$ cat src/rtl/cpu_spec_pkg.sv
// Shared definitions for the speculative execution controller, register file and checkpoint logic.
// Latency: n/a (constants only).
// Backpressure: n/a.
package cpu_spec_pkg;

    localparam int NUM_REGS_DEF = 8;
    localparam int DATA_W_DEF   = 8;
    localparam int ADDR_W_DEF   = 3;

    localparam logic [1:0] ST_IDLE    = 2'd0;
    localparam logic [1:0] ST_HELD    = 2'd1;
    localparam logic [1:0] ST_RESTORE = 2'd2;

endpackage : cpu_spec_pkg

$ cat src/rtl/spec_dirty_prio_enc.sv
// Lowest-set-bit priority encoder over the dirty register mask.
// Latency: purely combinational.
// Backpressure: none.
module spec_dirty_prio_enc
    import cpu_spec_pkg::*;
#(
    parameter int NUM_REGS = NUM_REGS_DEF,
    parameter int ADDR_W   = ADDR_W_DEF
) (
    input  logic [NUM_REGS-1:0] mask,
    output logic [ADDR_W-1:0]   idx,
    output logic                any_set
);

    // Scanning from the top down lets the lowest set bit overwrite the result last.
    always_comb begin
        idx = '0;
        for (int i = NUM_REGS - 1; i >= 0; i--) begin
            if (mask[i]) begin
                idx = ADDR_W'(i);
            end
        end
    end

    assign any_set = |mask;

endmodule : spec_dirty_prio_enc

$ cat src/rtl/spec_checkpoint_restore.sv
// Register-file checkpoint: snapshots on take, tracks dirty regs, writes dirty regs back on rollback.
// Latency: rollback with k dirty regs -> writes in cycles T+1..T+k, done pulse at T+k+1.
// Backpressure: no input handshake; restore_busy stalls the pipeline for the whole restore.
module spec_checkpoint_restore
    import cpu_spec_pkg::*;
#(
    parameter int NUM_REGS = NUM_REGS_DEF,
    parameter int DATA_W   = DATA_W_DEF,
    parameter int ADDR_W   = ADDR_W_DEF
) (
    input  logic                         clk,
    input  logic                         rst,
    input  logic                         ckpt_take,
    input  logic                         ckpt_release,
    input  logic                         rollback_req,
    input  logic [NUM_REGS*DATA_W-1:0]   rf_snapshot,
    input  logic                         rf_wr_en,
    input  logic [ADDR_W-1:0]            rf_wr_addr,
    output logic                         restore_wr_en,
    output logic [ADDR_W-1:0]            restore_wr_addr,
    output logic [DATA_W-1:0]            restore_wr_data,
    output logic                         restore_busy,
    output logic                         restore_done,
    output logic                         ckpt_valid,
    output logic [NUM_REGS-1:0]          dirty_mask
);

    logic [1:0]                         state_q;
    logic [NUM_REGS-1:0][DATA_W-1:0]    snap_q;
    logic [ADDR_W-1:0]                  enc_idx;
    logic                               enc_any;
    logic [NUM_REGS-1:0]                wr_onehot;
    logic [NUM_REGS-1:0]                clr_onehot;
    logic                               in_restore;

    spec_dirty_prio_enc #(
        .NUM_REGS (NUM_REGS),
        .ADDR_W   (ADDR_W)
    ) u_prio_enc (
        .mask    (dirty_mask),
        .idx     (enc_idx),
        .any_set (enc_any)
    );

    assign in_restore = (state_q == ST_RESTORE);
    assign wr_onehot  = rf_wr_en ? (NUM_REGS'(1) << rf_wr_addr) : '0;
    assign clr_onehot = NUM_REGS'(1) << enc_idx;

    always_ff @(posedge clk or negedge rst) begin
        if (!rst) begin
            state_q    <= ST_IDLE;
            snap_q     <= '0;
            dirty_mask <= '0;
            ckpt_valid <= 1'b0;
        end else begin
            case (state_q)
                ST_IDLE: begin
                    if (ckpt_take) begin
                        snap_q     <= rf_snapshot;
                        dirty_mask <= wr_onehot;
                        ckpt_valid <= 1'b1;
                        state_q    <= ST_HELD;
                    end
                end
                ST_HELD: begin
                    if (rollback_req) begin
                        dirty_mask <= dirty_mask | wr_onehot;
                        state_q    <= ST_RESTORE;
                    end else if (ckpt_take) begin
                        // Snapshot holds the pre-write value; a same-cycle write is dirty.
                        snap_q     <= rf_snapshot;
                        dirty_mask <= wr_onehot;
                    end else if (ckpt_release) begin
                        dirty_mask <= '0;
                        ckpt_valid <= 1'b0;
                        state_q    <= ST_IDLE;
                    end else begin
                        dirty_mask <= dirty_mask | wr_onehot;
                    end
                end
                ST_RESTORE: begin
                    if (enc_any) begin
                        dirty_mask <= dirty_mask & ~clr_onehot;
                    end else begin
                        ckpt_valid <= 1'b0;
                        state_q    <= ST_IDLE;
                    end
                end
                default: begin
                    state_q <= ST_IDLE;
                end
            endcase
        end
    end

    // Outputs decode from registered state so an async reset silences them at once.
    always_comb begin
        restore_wr_en   = 1'b0;
        restore_wr_addr = '0;
        restore_wr_data = '0;
        restore_busy    = in_restore;
        restore_done    = in_restore && !enc_any;
        if (in_restore && enc_any) begin
            restore_wr_en   = 1'b1;
            restore_wr_addr = enc_idx;
            restore_wr_data = snap_q[enc_idx];
        end
    end

endmodule : spec_checkpoint_restore
$ cat config.mk
export PLATFORM = sky130hd
export DESIGN_NAME = spec_checkpoint_restore
export DESIGN_NICKNAME = d
export VERILOG_FILES = /design/src/rtl/cpu_spec_pkg.sv /design/src/rtl/spec_dirty_prio_enc.sv /design/src/rtl/spec_checkpoint_restore.sv
export SDC_FILE = /design/constraint.sdc
export NUM_CORES = 1
export LEC_CHECK = 0
export ABC_CLOCK_PERIOD_IN_PS = 3800
export CAP_MARGIN = 20
export CORE_MARGIN = 2
export CORE_UTILIZATION = 56
export DETAILED_ROUTE_END_ITERATION = 10
export DONT_BUFFER_PORTS = 1
export PLACE_DENSITY_LB_ADDON = 0.1
export SETUP_SLACK_MARGIN = 0.15
export SLEW_MARGIN = 20
export SYNTH_ARGS = -nofsm -noshare
export SYNTH_HDL_FRONTEND = slang
export SYNTH_HIERARCHICAL = 1
export SYNTH_SLANG_ARGS = --single-unit
export TNS_END_PERCENT = 100
$ cat constraint.sdc
create_clock -name clk -period 3.8 [get_ports clk]
set_clock_uncertainty 0.2 [all_clocks]
set_input_delay 1.14 -clock clk [delete_from_list [all_inputs] [get_ports clk]]
set_output_delay 1.14 -clock clk [all_outputs]
set_load 0.005 [all_outputs]
---- Word level (Yosys, flattened, before mapping) ----
Cells that the tools add are included.
cells by class
  $add $sub $neg .......................... 0
  multipliers ............................. 0
  div/mod/pow operators ................... 0
  order comparisons ....................... 1
  equality and inequality tests ........... 10
  shift operators ......................... 2
  muxes and demuxes ....................... 35
  bitwise logic cells ..................... 3
  reduce and logical (&&, ||, !) cells .... 11
operator list
  cell                 number
  $mux 64              2
  $pmux 64 s2          1
  $mux 8               8
  $mux 3               9
  $bmux 8 s3           1
  $pmux 8 s3           1
  $shl 1x3->8 const A  2
  $ne 2x2->1 const B   6
  $mux 2               5
  $and 8x8->8          1
  $not 8->8            1
  $or 8x8->8           1
  $reduce_or 8->1      1
  $mux 1               6
  $ne 3x3->1 const B   2
  $pmux 2 s3           1
  $reduce_and 6->1     1
  $lt 3x4->1 const B   1
  $reduce_and 4->1     1
  $pmux 1 s3           1
  $reduce_and 3->1     1
  $reduce_bool 3->1    1
  $eq 2x1->1 const B   1
  $eq 2x2->1 const B   1
  other kinds (5)      6
storage, ports and cells
  flip-flop bits (word level) ............. 75
  latch bits .............................. 0
  bits in writable memories ............... 0
  ROM bits ................................ 0
  input bits .............................. 73
  output and inout port bits .............. 23
  word-level logic and storage cells ...... 73
  memories ................................ 0

---- Logic depth before layout (Yosys ltp) ----
Gate-level depths: netlist of the first run.
  word-level depth ........................ 13
  mapped depth ............................ 9
  gate-level depth less buffers ........... 7

---- Modules after synthesis ----
Netlist of the first run, hierarchy kept.
modules (own cells, without submodules)
  module                   instances  cells each  area each (µm²)
  spec_checkpoint_restore  1          290         3,848.7
  spec_dirty_prio_enc      1          13          81.3

---- Worst setup path after synthesis of the first run ----
No wires, ideal clock.
  path kind ............................... register -> output
  start point ............................. register dirty_mask[4]
  end point ............................... output restore_wr_data[3]
  arrival ................................. 1.925 ns
  required time ........................... 2.460 ns
  setup slack ............................. 0.535 ns
  stages on the path, launching flop included .. 7
  path buffers ............................ 2
  path through ............................ dfrtp_1 o41ai_1 buf_2 buf_4 mux4_2 mux2i_1 nor2_1
between the ends
  cells in the longest elaborated chain, start to end .. 8
ends and longest elaborated chain
  element                       RTL line                        text
  start, declared               spec_checkpoint_restore.sv:25   output logic [NUM_REGS-1:0] dirty_mask
  start signal, assigned        spec_checkpoint_restore.sv:60   dirty_mask <= wr_onehot;
  start signal, assigned        spec_checkpoint_restore.sv:67   dirty_mask <= dirty_mask | wr_onehot;
  start signal, assigned        spec_checkpoint_restore.sv:72   dirty_mask <= wr_onehot;
  $mux 3 (5 in a row)           spec_dirty_prio_enc.sv:19       if (mask[i]) begin
  net enc_idx[0]                spec_checkpoint_restore.sv:30   logic [ADDR_W-1:0] enc_idx;
  $bmux 8 s3                    spec_checkpoint_restore.sv:106  restore_wr_data = snap_q[enc_idx];
  $mux 8 (implied by the code)  spec_checkpoint_restore.sv:106
  $mux 8                        spec_checkpoint_restore.sv:103  if (in_restore && enc_any) begin
  end, declared                 spec_checkpoint_restore.sv:21   output logic [DATA_W-1:0] restore_wr_data,
The timed path passes the listed nets, and every way through them passes these cells. The select of a mux whose other input is x is not followed.

---- Worst setup path after layout of the first run ----
  start point ............................. register dirty_mask[4]
  end point ............................... output restore_wr_data[5]
The elaborated chain is that of the path after synthesis.

==> results of run 1 <==
[cells in the mapped netlist (3+ instances only)]
cell type  count
a21oi_1       14
a32o_1         3
a32oi_1        4
and3_1         3
buf_2          5
buf_4          7
clkbuf_1       7
dfrtp_1       75
ha_1           4
inv_1          6
mux2_1        60
mux2_2         4
mux2i_1       10
mux4_2        16
nand2_1       13
nand3_1        4
nor2_1        15
nor2b_1        6
o211a_1        3
o211ai_1       4
o21ai_0        3
o31ai_1        5
[flip-flops by register name, indices dropped and copies added, names as in the netlist]
| register | count |
|---|---|
| ckpt_valid | 1 |
| dirty_mask | 8 |
| snap_q | 64 |
| state_q | 2 |
[critical path: cells and delay by family, from the launching register on]
kind | cells | cell delay [ps]
simple gates | 1 | 90
mux | 2 | 670
buf+inv | 2 | 320
flops | 1 | 480
compound gates | 1 | 390
[worst paths after layout]
kind,startpoint,endpoint,slack (ps)
min in group clk,snap_q[59],snap_q[59],290
worst min register to register,snap_q[59],snap_q[59],290
worst max-delay path,dirty_mask[4],restore_wr_data[5],160
max in group asynchronous,rst,dirty_mask[7],2990
worst max register to register,dirty_mask[4],ckpt_valid,1350
worst min-delay path,rst,snap_q[47],280
[metrics by stage]
| step | std cells | hold slack [ps] |
|---|---|---|
| final | 402 | 279 |
| after global routing | 401 | 265 |
| after CTS | 397 | 273 |
| after detailed placement | 380 | 276 |
| after global placement | 380 | 268 |
| after floorplan | 303 | 259 |
[what timing repair did]
item / 4_1_cts / 5_1_grt
hold endpoints to repair: 0 / 0
pin swaps: 0 / 2
gates resized for setup: 7 / 3
setup endpoints to repair: 8 / 8
cloned: 1 / 1
hold buffers: 0 / 0
setup buffers: 1 / 1
[layer usage]
metal  wire length, um  share of wire [%]  global-route usage [%]
met5                 0                  0                       0
met2              4110                 50                    36.7
met1              3390                 41                    28.8
met3               629                7.6                    6.79
met4               100                1.2                    7.55
[power by group]
group / switching (mW) / internal [mW]
Clock: 0.298 / 0.435
Sequential: 0.278 / 1.21
Combinational: 0.971 / 1.18
[cells by family (layout without fill, tap and decap cells)]
logic type      count (synthesis)  in the layout  share of synthesized area [%]
simple gates                   55             55                           7.32
mux                            90             90                           30.1
buf+inv                        30             30                           4.08
other cells                     0              3                              0
flops                          75             75                           47.8
compound gates                 49             49                           9.52
fa+ha+maj                       4              4                           1.27
[final cells by class]
class	instances	share of cell area, %
multi-input combinational	198	44.5
sequential	75	43.6
clock inverter	6	2.61
timing repair buffer	8	2.87
tap	96	2.78
inverter	7	0.609
antenna	3	0.174
clock buffer	9	2.87
==> flow_metrics.env, run 1 <==
export IMPL_hold_class="in -> async"
export IMPL_tritoncts="built"
export IMPL_cts_sinks=75
export IMPL_drc=0
export IMPL_fin_crit_ps=3640
export IMPL_place_ws_ps=450
export IMPL_status="finished clean"
export IMPL_drt_first_pass_iters=4
export IMPL_io_pin_count=96
export IMPL_cts_htree_levels=3
export IMPL_synth_area_per_cell_um2=13.0
export IMPL_insertion_delay_ps=350
export IMPL_yosys_top_cells_area="dfrtp_1 48%, mux2_1 17%, mux4_2 9.2%"
export IMPL_grt_usage_pct=22.5
export IMPL_multi_input_area_mm2=0.00192
export IMPL_routabilityCongestion=0.817
export IMPL_reg2reg_depth=6
export IMPL_arrival_ps=2300
export IMPL_power_density_mw_per_mm2=1010
export IMPL_syn_num_nets=380
export IMPL_synth_top_area_share_pct=47.8
export IMPL_setup_tns_ps=0
export IMPL_core_mm2=0.00679
export IMPL_dieHeight_um=87.8
export IMPL_dpl_instance_area_mm2=0.00398
export IMPL_clockBufferDepth=2
export IMPL_synth_largest_area_cell="dfrtp_1"
export IMPL_layout_commonest_cell="dfrtp_1"
export IMPL_grt_pass1_wl_um=12900
export IMPL_yosysSeqAreaShare_pct=47.8
export IMPL_async_reset_ff_share_pct=100
export IMPL_clkTransAtPathRegs_ps=80
export IMPL_grt_setup_unrepaired="true"
export IMPL_drt_iter0_drc=127
export IMPL_layout_drive_gt1_share_pct=18.2
export IMPL_path_class="reg -> out"
export IMPL_peakVddDrop_v=0.000483
export IMPL_worst_pin_slew_ps=777
export IMPL_cp_required_ps=2460
export IMPL_slowest_delay_ps=520
export IMPL_synthDistinctLibCells=44
export IMPL_max_cap_violations=0
export IMPL_syn_to_final_growth_pct=9.87
export IMPL_dpl_hpwl_um=5600
export IMPL_die_x_um=87.8
export IMPL_power_total_mw=4.38
export IMPL_seq_area_mm2=0.00188
export IMPL_cp_cell_sequence="o41ai_4 -> buf_6 -> buf_12 -> mux4_2 -> mux2i_1 -> nor2_1"
export IMPL_grt_pass1_vias=2480
export IMPL_syn_area_mm2=0.00393
export IMPL_ys_warn_count=6
export IMPL_end_kind="output pin"
export IMPL_route_antenna_remaining_nets=0
export IMPL_nFillCells=534
export IMPL_final_nets=376
export IMPL_post_drt_wl_per_cell_um=20.5
export IMPL_vias_per_cell=6.01
export IMPL_grt_overflow_total=0
export IMPL_grt_max_degree=76
export IMPL_start_util_pct=57.8
export IMPL_finalSetupViolations=0
export IMPL_finalWorstSetupSlack_ps=159
export IMPL_fmax_ghz=0.275
export IMPL_finish_instance_area_mm2=0.00432
export IMPL_final_cell_mix="69 x dfrtp_1, 60 x mux2_1, 16 x mux4_2, 15 x nor2_1"
export IMPL_drv_slew=0
export IMPL_io_buffers=0
export IMPL_p_leak_nw=1.75
export IMPL_dieArea_mm2=0.00770
export IMPL_hold_viol_final=0
export IMPL_period_share_pct=95.8
export IMPL_totalWireLength_um=8230
export IMPL_cts_made_buffers=9
export IMPL_crit_path_start_kind="flip-flop"
export IMPL_num_rows=30
export IMPL_slowest_stage="mux4_2"
export IMPL_vias=2418
export IMPL_fin_util_pct=63.6
export IMPL_ys_flop_type="dfrtp_1"
export IMPL_root_buffer="clkbuf_8"
export IMPL_critPathMaxFanout=7
export IMPL_slew_headroom_pct=48.2
export IMPL_synth_edf_count=0
export IMPL_ys_seq_elements=75
export IMPL_antenna_found_initial=3
export IMPL_synthCells=303
Note: power is estimated with default switching activity, not from simulation.
==> run 2, diff against run 1 <==
- SLEW_MARGIN: 20 -> default
==> results of run 2 <==
The final DEF is identical to that of run 1; final timing and power are the same.
